`src/rtl/seq_pkg.sv`:
```
// Shared encodings for the multi-cycle instruction sequencer: state codes,
// PC-source selects, trap causes and the post-retire next-state helper.
package seq_pkg;

    typedef enum logic [2:0] {
        IDLE   = 3'd0,
        FETCH  = 3'd1,
        DECODE = 3'd2,
        EXEC   = 3'd3,
        MEM    = 3'd4,
        WB     = 3'd5,
        TRAP   = 3'd6
    } state_e;

    typedef enum logic [1:0] {
        PC_PLUS4  = 2'd0,
        PC_TARGET = 2'd1,
        PC_TRAP   = 2'd2
    } pc_sel_e;

    typedef enum logic [1:0] {
        CAUSE_ILLEGAL   = 2'd0,
        CAUSE_IFETCH_TO = 2'd1,
        CAUSE_DMEM_TO   = 2'd2
    } cause_e;

    // After an instruction retires or traps, keep going only while run is high.
    function automatic state_e after_retire(input logic run);
        if (run) begin
            return FETCH;
        end else begin
            return IDLE;
        end
    endfunction

endpackage

```
`src/rtl/multicycle_seq_if.sv`:
```
// Handshake/strobe bundle between the sequencer (master) and the
// memories, control unit and PC/regfile datapath (slave).
interface multicycle_seq_if #(parameter int CNT_W = 64);
    logic             run;
    logic             imem_req, imem_ready, ir_write;
    logic             cu_reg_write, cu_mem_read, cu_mem_write;
    logic             cu_branch, cu_jump, cu_csr_write_enable, cu_illegal;
    logic             branch_taken;
    logic             dmem_req, dmem_we, dmem_ready;
    logic             rf_we, csr_we, pc_write;
    logic [1:0]       pc_sel;
    logic             trap;
    logic [1:0]       trap_cause;
    logic             instret;
    logic [2:0]       state;
    logic [CNT_W-1:0] mcycle, minstret;

    modport master (
        input  run, imem_ready, cu_reg_write, cu_mem_read, cu_mem_write,
               cu_branch, cu_jump, cu_csr_write_enable, cu_illegal,
               branch_taken, dmem_ready,
        output imem_req, ir_write, dmem_req, dmem_we, rf_we, csr_we, pc_write,
               pc_sel, trap, trap_cause, instret, state, mcycle, minstret
    );

    modport slave (
        output run, imem_ready, cu_reg_write, cu_mem_read, cu_mem_write,
               cu_branch, cu_jump, cu_csr_write_enable, cu_illegal,
               branch_taken, dmem_ready,
        input  imem_req, ir_write, dmem_req, dmem_we, rf_we, csr_we, pc_write,
               pc_sel, trap, trap_cause, instret, state, mcycle, minstret
    );
endinterface

```
`src/rtl/seq_wdog.sv`:
```
// Memory-wait watchdog: counts stalled cycles and flags expiry when the
// count reaches TIMEOUT. TIMEOUT=0 disables expiry altogether.
module seq_wdog #(
    parameter int TIMEOUT = 255
) (
    input  logic clk,
    input  logic rst_n,
    input  logic clear,
    input  logic count,
    output logic expired
);
    localparam int CW = (TIMEOUT > 0) ? $clog2(TIMEOUT + 1) : 1;

    logic [CW-1:0] cnt_q, cnt_d;

    assign expired = (TIMEOUT != 0) && (cnt_q == CW'(TIMEOUT));

    // Next count: clear wins, saturate at the expiry value.
    always_comb begin
        cnt_d = cnt_q;
        if (clear) begin
            cnt_d = {CW{1'b0}};
        end else if (count && (TIMEOUT != 0) && !expired) begin
            cnt_d = cnt_q + CW'(1);
        end else begin
            cnt_d = cnt_q;
        end
    end

    // Count register.
    always_ff @(posedge clk or negedge rst_n) begin
        if (!rst_n) begin
            cnt_q <= {CW{1'b0}};
        end else begin
            cnt_q <= cnt_d;
        end
    end
endmodule

```
`src/rtl/multicycle_seq.sv`:
```
// Multi-cycle instruction sequencer: FETCH/DECODE/EXEC/MEM/WB/TRAP control.
// Optional performance counters are built only when SEQ_PERF_CNT_EN is defined.
module multicycle_seq
    import seq_pkg::*;
#(
    parameter int TIMEOUT = 255,
    parameter int CNT_W   = 64
) (
    input  logic               clk,
    input  logic               rst_n,
    multicycle_seq_if.master   bus
);
    state_e  state_q, state_d;
    cause_e  cause_q, cause_d;
    pc_sel_e pc_sel_s;
    logic    imem_req_s, ir_write_s, dmem_req_s, dmem_we_s;
    logic    rf_we_s, csr_we_s, pc_write_s, trap_s, instret_s;
    logic    wd_clear_s, wd_count_s, wd_expired_s;

    // Any state change restarts the wait count, so FETCH and MEM always begin at zero.
    assign wd_clear_s = (state_d != state_q);

    seq_wdog #(.TIMEOUT(TIMEOUT)) u_wdog (
        .clk     (clk),
        .rst_n   (rst_n),
        .clear   (wd_clear_s),
        .count   (wd_count_s),
        .expired (wd_expired_s)
    );

    // Next-state and strobe decode.
    always_comb begin
        state_d    = state_q;
        cause_d    = cause_q;
        imem_req_s = 1'b0;
        ir_write_s = 1'b0;
        dmem_req_s = 1'b0;
        dmem_we_s  = 1'b0;
        rf_we_s    = 1'b0;
        csr_we_s   = 1'b0;
        pc_write_s = 1'b0;
        pc_sel_s   = PC_PLUS4;
        trap_s     = 1'b0;
        instret_s  = 1'b0;
        wd_count_s = 1'b0;
        case (state_q)
            IDLE: begin
                if (bus.run) begin
                    state_d = FETCH;
                end else begin
                    state_d = IDLE;
                end
            end
            FETCH: begin
                imem_req_s = 1'b1;
                if (bus.imem_ready) begin
                    ir_write_s = 1'b1;
                    state_d    = DECODE;
                end else if (wd_expired_s) begin
                    state_d = TRAP;
                    cause_d = CAUSE_IFETCH_TO;
                end else begin
                    wd_count_s = 1'b1;
                end
            end
            DECODE: begin
                if (bus.cu_illegal) begin
                    state_d = TRAP;
                    cause_d = CAUSE_ILLEGAL;
                end else begin
                    state_d = EXEC;
                end
            end
            EXEC: begin
                if (bus.cu_mem_read || bus.cu_mem_write) begin
                    state_d = MEM;
                end else begin
                    state_d = WB;
                end
            end
            MEM: begin
                dmem_req_s = 1'b1;
                dmem_we_s  = bus.cu_mem_write;
                if (bus.dmem_ready) begin
                    // Stores have nothing to write back, so they retire here.
                    if (bus.cu_mem_write) begin
                        pc_write_s = 1'b1;
                        instret_s  = 1'b1;
                        state_d    = after_retire(bus.run);
                    end else begin
                        state_d = WB;
                    end
                end else if (wd_expired_s) begin
                    state_d = TRAP;
                    cause_d = CAUSE_DMEM_TO;
                end else begin
                    wd_count_s = 1'b1;
                end
            end
            WB: begin
                rf_we_s    = bus.cu_reg_write;
                csr_we_s   = bus.cu_csr_write_enable;
                pc_write_s = 1'b1;
                instret_s  = 1'b1;
                if (bus.cu_jump || (bus.cu_branch && bus.branch_taken)) begin
                    pc_sel_s = PC_TARGET;
                end else begin
                    pc_sel_s = PC_PLUS4;
                end
                state_d = after_retire(bus.run);
            end
            TRAP: begin
                trap_s     = 1'b1;
                pc_write_s = 1'b1;
                pc_sel_s   = PC_TRAP;
                state_d    = after_retire(bus.run);
            end
            default: begin
                state_d = IDLE;
            end
        endcase
    end

    // Control state and sticky trap cause.
    always_ff @(posedge clk or negedge rst_n) begin
        if (!rst_n) begin
            state_q <= IDLE;
            cause_q <= CAUSE_ILLEGAL;
        end else begin
            state_q <= state_d;
            cause_q <= cause_d;
        end
    end

    assign bus.imem_req   = imem_req_s;
    assign bus.ir_write   = ir_write_s;
    assign bus.dmem_req   = dmem_req_s;
    assign bus.dmem_we    = dmem_we_s;
    assign bus.rf_we      = rf_we_s;
    assign bus.csr_we     = csr_we_s;
    assign bus.pc_write   = pc_write_s;
    assign bus.pc_sel     = pc_sel_s;
    assign bus.trap       = trap_s;
    assign bus.trap_cause = cause_q;
    assign bus.instret    = instret_s;
    assign bus.state      = state_q;

`ifdef SEQ_PERF_CNT_EN
    logic [CNT_W-1:0] mcycle_q, mcycle_d, minstret_q, minstret_d;

    // Counter increments; both wrap naturally at 2^CNT_W.
    always_comb begin
        mcycle_d = mcycle_q + CNT_W'(1);
        if (instret_s) begin
            minstret_d = minstret_q + CNT_W'(1);
        end else begin
            minstret_d = minstret_q;
        end
    end

    // Counter registers.
    always_ff @(posedge clk or negedge rst_n) begin
        if (!rst_n) begin
            mcycle_q   <= {CNT_W{1'b0}};
            minstret_q <= {CNT_W{1'b0}};
        end else begin
            mcycle_q   <= mcycle_d;
            minstret_q <= minstret_d;
        end
    end

    assign bus.mcycle   = mcycle_q;
    assign bus.minstret = minstret_q;
`else
    assign bus.mcycle   = {CNT_W{1'b0}};
    assign bus.minstret = {CNT_W{1'b0}};
`endif
endmodule

```
`src/flat_wrapper.sv`:
```
// flat-port wrapper written by rule: the top's interface ports become plain ports
module multicycle_seq_flat import seq_pkg::*;
#(
    parameter int TIMEOUT = 255,
    parameter int CNT_W   = 64
)
  (clk, rst_n, bus_run, bus_imem_ready, bus_cu_reg_write, bus_cu_mem_read, bus_cu_mem_write, bus_cu_branch, bus_cu_jump, bus_cu_csr_write_enable, bus_cu_illegal, bus_branch_taken, bus_dmem_ready, bus_imem_req, bus_ir_write, bus_dmem_req, bus_dmem_we, bus_rf_we, bus_csr_we, bus_pc_write, bus_pc_sel, bus_trap, bus_trap_cause, bus_instret, bus_state, bus_mcycle, bus_minstret);
  multicycle_seq_if #(.CNT_W(CNT_W)) bus_i ();
  input  logic clk;
  input  logic rst_n;
  input wire logic [$bits(bus_i.run)-1:0] bus_run;
  input wire logic [$bits(bus_i.imem_ready)-1:0] bus_imem_ready;
  input wire logic [$bits(bus_i.cu_reg_write)-1:0] bus_cu_reg_write;
  input wire logic [$bits(bus_i.cu_mem_read)-1:0] bus_cu_mem_read;
  input wire logic [$bits(bus_i.cu_mem_write)-1:0] bus_cu_mem_write;
  input wire logic [$bits(bus_i.cu_branch)-1:0] bus_cu_branch;
  input wire logic [$bits(bus_i.cu_jump)-1:0] bus_cu_jump;
  input wire logic [$bits(bus_i.cu_csr_write_enable)-1:0] bus_cu_csr_write_enable;
  input wire logic [$bits(bus_i.cu_illegal)-1:0] bus_cu_illegal;
  input wire logic [$bits(bus_i.branch_taken)-1:0] bus_branch_taken;
  input wire logic [$bits(bus_i.dmem_ready)-1:0] bus_dmem_ready;
  output wire logic [$bits(bus_i.imem_req)-1:0] bus_imem_req;
  output wire logic [$bits(bus_i.ir_write)-1:0] bus_ir_write;
  output wire logic [$bits(bus_i.dmem_req)-1:0] bus_dmem_req;
  output wire logic [$bits(bus_i.dmem_we)-1:0] bus_dmem_we;
  output wire logic [$bits(bus_i.rf_we)-1:0] bus_rf_we;
  output wire logic [$bits(bus_i.csr_we)-1:0] bus_csr_we;
  output wire logic [$bits(bus_i.pc_write)-1:0] bus_pc_write;
  output wire logic [$bits(bus_i.pc_sel)-1:0] bus_pc_sel;
  output wire logic [$bits(bus_i.trap)-1:0] bus_trap;
  output wire logic [$bits(bus_i.trap_cause)-1:0] bus_trap_cause;
  output wire logic [$bits(bus_i.instret)-1:0] bus_instret;
  output wire logic [$bits(bus_i.state)-1:0] bus_state;
  output wire logic [$bits(bus_i.mcycle)-1:0] bus_mcycle;
  output wire logic [$bits(bus_i.minstret)-1:0] bus_minstret;
  assign bus_i.run = bus_run;
  assign bus_i.imem_ready = bus_imem_ready;
  assign bus_i.cu_reg_write = bus_cu_reg_write;
  assign bus_i.cu_mem_read = bus_cu_mem_read;
  assign bus_i.cu_mem_write = bus_cu_mem_write;
  assign bus_i.cu_branch = bus_cu_branch;
  assign bus_i.cu_jump = bus_cu_jump;
  assign bus_i.cu_csr_write_enable = bus_cu_csr_write_enable;
  assign bus_i.cu_illegal = bus_cu_illegal;
  assign bus_i.branch_taken = bus_branch_taken;
  assign bus_i.dmem_ready = bus_dmem_ready;
  assign bus_imem_req = bus_i.imem_req;
  assign bus_ir_write = bus_i.ir_write;
  assign bus_dmem_req = bus_i.dmem_req;
  assign bus_dmem_we = bus_i.dmem_we;
  assign bus_rf_we = bus_i.rf_we;
  assign bus_csr_we = bus_i.csr_we;
  assign bus_pc_write = bus_i.pc_write;
  assign bus_pc_sel = bus_i.pc_sel;
  assign bus_trap = bus_i.trap;
  assign bus_trap_cause = bus_i.trap_cause;
  assign bus_instret = bus_i.instret;
  assign bus_state = bus_i.state;
  assign bus_mcycle = bus_i.mcycle;
  assign bus_minstret = bus_i.minstret;
  multicycle_seq #(.TIMEOUT(TIMEOUT), .CNT_W(CNT_W)) u_core (.clk(clk), .rst_n(rst_n), .bus(bus_i));
endmodule
```
`config.mk`:
```
export PLATFORM = sky130hd
export DESIGN_NAME = multicycle_seq_flat
export DESIGN_NICKNAME = d
export VERILOG_FILES = /design/src/rtl/seq_pkg.sv /design/src/rtl/multicycle_seq_if.sv /design/src/rtl/seq_wdog.sv /design/src/rtl/multicycle_seq.sv /design/src/flat_wrapper.sv
export SDC_FILE = /design/constraint.sdc
export NUM_CORES = 1
export LEC_CHECK = 0
export ABC_AREA = 0
export CAP_MARGIN = 15
export CORE_MARGIN = 5
export CORE_UTILIZATION = 37
export CTS_BUF_LIST = sky130_fd_sc_hd__clkbuf_8
export CTS_CLUSTER_DIAMETER = 100
export CTS_CLUSTER_SIZE = 10
export DETAILED_ROUTE_END_ITERATION = 16
export GPL_TIMING_DRIVEN = 1
export PLACE_DENSITY_LB_ADDON = 0.3
export SYNTH_ARGS = -nofsm -noshare
export SYNTH_HDL_FRONTEND = slang
export SYNTH_SLANG_ARGS = --single-unit
```
`constraint.sdc`:
```
create_clock -name clk -period 3.25 [get_ports clk]
set_input_delay 0.65 -clock clk [delete_from_list [all_inputs] [get_ports clk]]
set_output_delay 0.65 -clock clk [all_outputs]
set_load 0.02 [all_outputs]
```
# Word-level counts from Yosys, hierarchy flattened
# Cells that the tools add are included.
dict set report classes {
  muxes 34
  reduce_logical 11
  addsub 1
  n_eq_ne 13
}
# cell n
set op_table {}
lappend op_table {{1-bit two-way mux} 16}
lappend op_table {{8-bit two-way mux} 2}
lappend op_table {{3-bit two-way mux} 5}
lappend op_table {{3-bit case mux with 5 select lines} 1}
lappend op_table {{2-bit two-way mux} 5}
lappend op_table {{2-bit != test, second input constant} 5}
lappend op_table {{3-bit == test, second input constant} 3}
lappend op_table {{8-bit by 1-bit adder with 8-bit output, second input constant} 1}
lappend op_table {{8-bit == test, second input constant} 1}
lappend op_table {{3-bit by 2-bit == test with 1-bit output, second input constant} 2}
lappend op_table {{1-bit case mux with 2 select lines} 3}
lappend op_table {{2-bit case mux with 3 select lines} 1}
lappend op_table {{6-bit AND reduction} 1}
lappend op_table {{2-bit case mux with 2 select lines} 1}
lappend op_table {{3-bit by 1-bit == test with 1-bit output, second input constant} 1}
lappend op_table {{3-bit zero test} 1}
lappend op_table {{3-bit != test} 1}
lappend op_table {{3-bit nonzero test} 1}
lappend op_table {{3-bit OR reduction} 1}
lappend op_table {{1-bit logical AND} 2}
lappend op_table {{1-bit logical OR} 2}
lappend op_table {{2-bit nonzero test} 1}
lappend op_table {{2-bit OR reduction} 1}
lappend op_table {{1-bit zero test} 1}
dict set report word_totals {
  elab_cells 62
  regBits 13
  inputBits 13
  output_inout_bits 144
}

# Longest topological paths before layout
dict set report logic_depth {
  depth_word 7
  depth_mapped 6
  depth_no_buf 5
}

# By module
# Synthesis repeated with hierarchy kept, for this count alone.
dict set report unflattened {
  hier_cells 241
  area_unflattened_um2 1939.4
}
# module n_inst cells_per_inst seq_area_each_um2 area_per_inst_um2
set modules_own_cells {}
lappend modules_own_cells {multicycle_seq 1 194 125.1 1470.2}
lappend modules_own_cells {seq_wdog 1 47 200.2 469.2}

# Worst setup path after synthesis
# No wires, ideal clock.
dict set report synth_timing {
  kind {reg2out}
  startpoint {register u_core.state_q[0], in the netlist u_core.bus.state[0]}
  endpoint {output bus_pc_write}
  setup_slack_ns 1.006
  n_path_buf 1
  stages_incl_launch_ff 5
  t_required_ns 2.600
  arrival_time_ns 1.594
  cell_sequence {dfrtp_1 clkbuf_1 inv_2 a21oi_1 or2_1}
}
dict set report synth_between {
  elab_chain_cells 3
  word_cells_on_any_way 5
  cone_classes {eq/ne: 3; mux: 1; reduce/logical: 1}
}
# element line_no
set synth_lines {}
lappend synth_lines {{start: declaration} multicycle_seq.sv:13} ;# state_e state_q, state_d;
lappend synth_lines {{start signal: assignment} multicycle_seq.sv:130} ;# state_q <= state_d;
lappend synth_lines {{3-bit == test} -}
lappend synth_lines {{2-bit OR reduction (no line)} -}
lappend synth_lines {{1-bit case mux with 2 select lines *} multicycle_seq.sv:46} ;# case (state_q)
lappend synth_lines {{end: declaration} flat_wrapper.sv:28} ;# output wire logic [$bits(bus_i.pc_write)-1:0] bus_pc_write;
# Mark *: on every way between the ends. The rest lies on a longest branch, timed or not.

# Worst setup path after layout
dict set report layout_timing {
  startpoint {input bus_dmem_ready}
  endpoint {output bus_pc_write}
}
dict set report layout_between {
  elab_chain_cells 2
}
# element line_no
set layout_lines {}
lappend layout_lines {{start: declaration} flat_wrapper.sv:21} ;# input wire logic [$bits(bus_i.dmem_ready)-1:0] bus_dmem_ready;
lappend layout_lines {{1-bit two-way mux} multicycle_seq.sv:84} ;# if (bus.dmem_ready) begin
lappend layout_lines {{1-bit case mux with 2 select lines} multicycle_seq.sv:46}
# No other way between the ends.

==> summary.md <==
| Metric | Value |
|---|---|
| Status | `complete, no violations` |
| Synth Register Bits | `13` |
| Setup crit start kind | `input port` |
| Synth warn | `0` |
| CP most frequent cell | `clkdlybuf4s50_1` |
| GRT Total Usage | `0.0916` |
| Die footprint | `6940 sq um` |
| ANT cells | `0` |
| Vias in the first global route | `1,162` |
| Worst-path clk slew | `0.05 ns` |
| Clock buffer count from CTS | `3` |
| Period minus WS final | `2.92 ns` |
| Peak supply drop | `0.178 mV` |
| DR vias/cell | `3.82` |
| Register area share after synthesis | `0.164` |
| Setup crit end kind | `primary output` |
| PnR worst setup slack | `0.331 ns` |
| Avg Cell Area, Syn | `8.35 sq um` |
| CTS sink cnt | `13` |
| Gr ovfl total | `0` |
| DP Cell Count | `332` |
| Core Region | `5170 sq um` |
| Finish-stage setup viols | `0` |
| Share of flip-flops with an asynchronous set or reset | `1.00` |
| Die width | `83.3 um` |
| Final Max Tran Viols | `0` |
| Max FO, Critical Path | `6` |
| Share of layout cells above drive strength 1 | `0.0639` |
| Post-route ant nets | `0` |
| Worst skew pair latency | `0.24 ns` |
| Final Hold Fails | `0` |
| Worst slew pin tran | `0.728 ns` |
| TritonCTS clock tree | `yes` |
| Std-Cell Rows | `26` |
| 1st-pass router iterations | `4` |
| Post-Route Setup TNS | `0 ns` |
| Yosys cell types | `48` |
| Slew headroom | `0.515` |
| Worst min path class | `reg -> reg` |
| Mapped Area | `1990 sq um` |
| Slowest CP cell | `clkdlybuf4s50_1` |
| Delay of the slowest critical-path stage | `0.59 ns` |
| Postcts setup bufs | `0` |
| Input/output buffers | `28` |
| H-tree depth | `1` |
| Synth area leader | `buf_4` |
| Die Y | `83.3 um` |
| Max Cap Viol | `0` |
| Leakage | `0.947 nW` |
| Routed via count | `1,282` |
| Clock skew | `0.000797 ns` |
| Tot Pwr | `1.00 mW` |
| RSZ-0062 raised after global routing | `false` |
| CP Class | `in -> out` |
| Main synth FF type | `dfrtp_1` |
| Required @ worst endpoint | `2.60 ns` |
| Synth top area share | `0.487` |
| Post-Syn Instances | `238` |
| Gpl congestion | `0.761` |
| Final HPWL DP | `3050 um` |
| DR iter-0 viols | `52` |
| Worst-path cell chain | `clkdlybuf4s50_1 > nand2_1 > a21oi_1 > or2_1 > clkdlybuf4s50_1` |
| Post-place setup slack | `0.330 ns` |
| Post-CTS resize count | `0` |
| CTS root buffer | `clkbuf_8` |
| Layout Cells excl Fill | `336` |
| Largest net degree at the start of global routing | `14` |
| First-pass GRT wire length | `5420 um` |
| Crit path DAT | `2.27 ns` |
| Tcrit/Tclk final | `0.898` |
| Total power per unit cell area | `525 nW/um^2` |
| Final #Nets | `281` |
| DRC violations left | `0` |
| Layout overhead on the synthesized area | `-4.15%` |
| Top cells by area, synth | `buf_4 (49%), dfrtp_1 (16%), a211oi_1 (2.3%)` |
| Post-synth EDFFs | `0` |
| Initial antenna violation count | `0` |
| Max Clk Rate | `343 MHz` |
| Final WL | `3570 um` |
| DR WL/cell | `10.6 um` |
| I/O pin count | `157` |
| Hold_buf cts | `0` |
| Max clock buf depth | `2` |
| Initial core utilization | `0.384` |
| Final core occ | `0.368` |
## flip-flops by register name, indices dropped and copies added (netlist names)
name	count
u_core.u_wdog.cnt_q	8
u_core.bus.state	3
u_core.bus.trap_cause	2
## power by group
group	switching [mW]	internal, mW	leakage [nW]
Clock	0.0583	0.0847	0.0255
Sequential	0.0511	0.190	0.173
Combinational	0.398	0.219	0.749
## path summary, 6_finish.rpt
kind | from | endpoint | slack [ns] | cells after the start
worst max register to register | u_core.bus.state[2]$_DFF_PN0_ | u_core.u_wdog.cnt_q[7]$_DFFE_PN0P_ | 1.03 | 5
max in group asynchronous | rst_n | u_core.bus.state[0]$_DFF_PN0_ | 2.11 | 1
min in group asynchronous | rst_n | u_core.u_wdog.cnt_q[0]$_DFFE_PN0P_ | 0.77 | 1
worst min-delay path | u_core.bus.trap_cause[0]$_DFFE_PN0P_ | u_core.bus.trap_cause[0]$_DFFE_PN0P_ | 0.50 | 1
worst min register to register | u_core.bus.trap_cause[0]$_DFFE_PN0P_ | u_core.bus.trap_cause[0]$_DFFE_PN0P_ | 0.50 | 1
worst max-delay path | bus_dmem_ready | bus_pc_write | 0.33 | 5
## kinds of logic (layout without fill, tap and decap cells)
kind of cell / Yosys count / count (layout) / synth area share
xor gates and xnor gates: 4 / 4 / 0.0176
adders and majority gates: 1 / 1 / 0.00629
buffers and inverters: 137 / 38 / 0.507
other: 1 / 128 / 0.00189
AOI/OAI and AO/OA: 35 / 35 / 0.142
and+or+nand+nor: 43 / 43 / 0.140
DFF: 13 / 13 / 0.164
muxes: 4 / 4 / 0.0214
## metrics by stage
stage	hold WS [ns]	cell area (sq um)
2_1_floorplan	0.354	2460
3_3_place_gp	0.485	1860
3_5_place_dp	0.493	1860
4_1_cts	0.510	1910
5_1_grt	0.531	1910
6_report	0.500	1910
## area by class of cell
cell class	instances	area, sq um
Clock buffer	3	41.3
Clock inverter	1	5.00
Fill cell	537	3270
Inverter	3	11.3
Multi-Input combinational cell	215	1130
Sequential cell	13	325
Tap cell	70	87.6
Timing Repair Buffer	31	303
## routing by layer
metal  track usage  vias to the layer above  part of all wire
met4       0.00892                        0                 0
li1              -                      602                 -
met2         0.164                       88              0.50
met3        0.0356                        0              0.13
met5             0                        -                 0
met1         0.106                      592              0.37
## synthesized netlist by cell type, types with 2 or more instances
master,number
nor3_1,3
a221oi_2,2
or3_1,3
nand2_1,7
inv_1,2
buf_4,129
a21oi_1,4
mux2_1,2
dfrtp_1,13
nand3_1,2
o21ai_0,5
o211ai_1,2
xor2_1,4
nor2_1,3
and3_1,4
a31oi_1,2
and2_1,3
a211oi_1,6
o2111ai_1,3
or2_1,2
nand2b_1,5
a211o_1,2
clkbuf_1,3
nor2b_1,2
mux2i_1,2
## critical path, delay by kind of cell
| family | cells | cell delay, ns |
|---|---|---|
| AO/OA/AOI/OAI | 1 | 0.19 |
| buffers and inverters | 2 | 1.17 |
| AND/OR/NAND/NOR | 2 | 0.25 |
## cells in the final DEF (no fill, tap or decap), types with 2 or more instances in the layout
cell type,n
a21oi_1,4
dfrtp_1,13
nor2b_1,2
a31oi_1,2
o21ai_0,5
xor2_1,4
and2_1,3
clkdlybuf4s50_1,28
mux2_1,2
buf_4,3
or3_1,3
inv_1,2
clkbuf_8,3
mux2i_1,2
a211oi_1,6
nor2_1,3
o211ai_1,2
nand3_1,2
a221oi_2,2
a211o_1,2
nor3_1,3
or2_1,2
nand2b_1,5
conb_1,128
nand2_1,7
o2111ai_1,3
and3_1,4
Power figures use the tool's default switching activity.
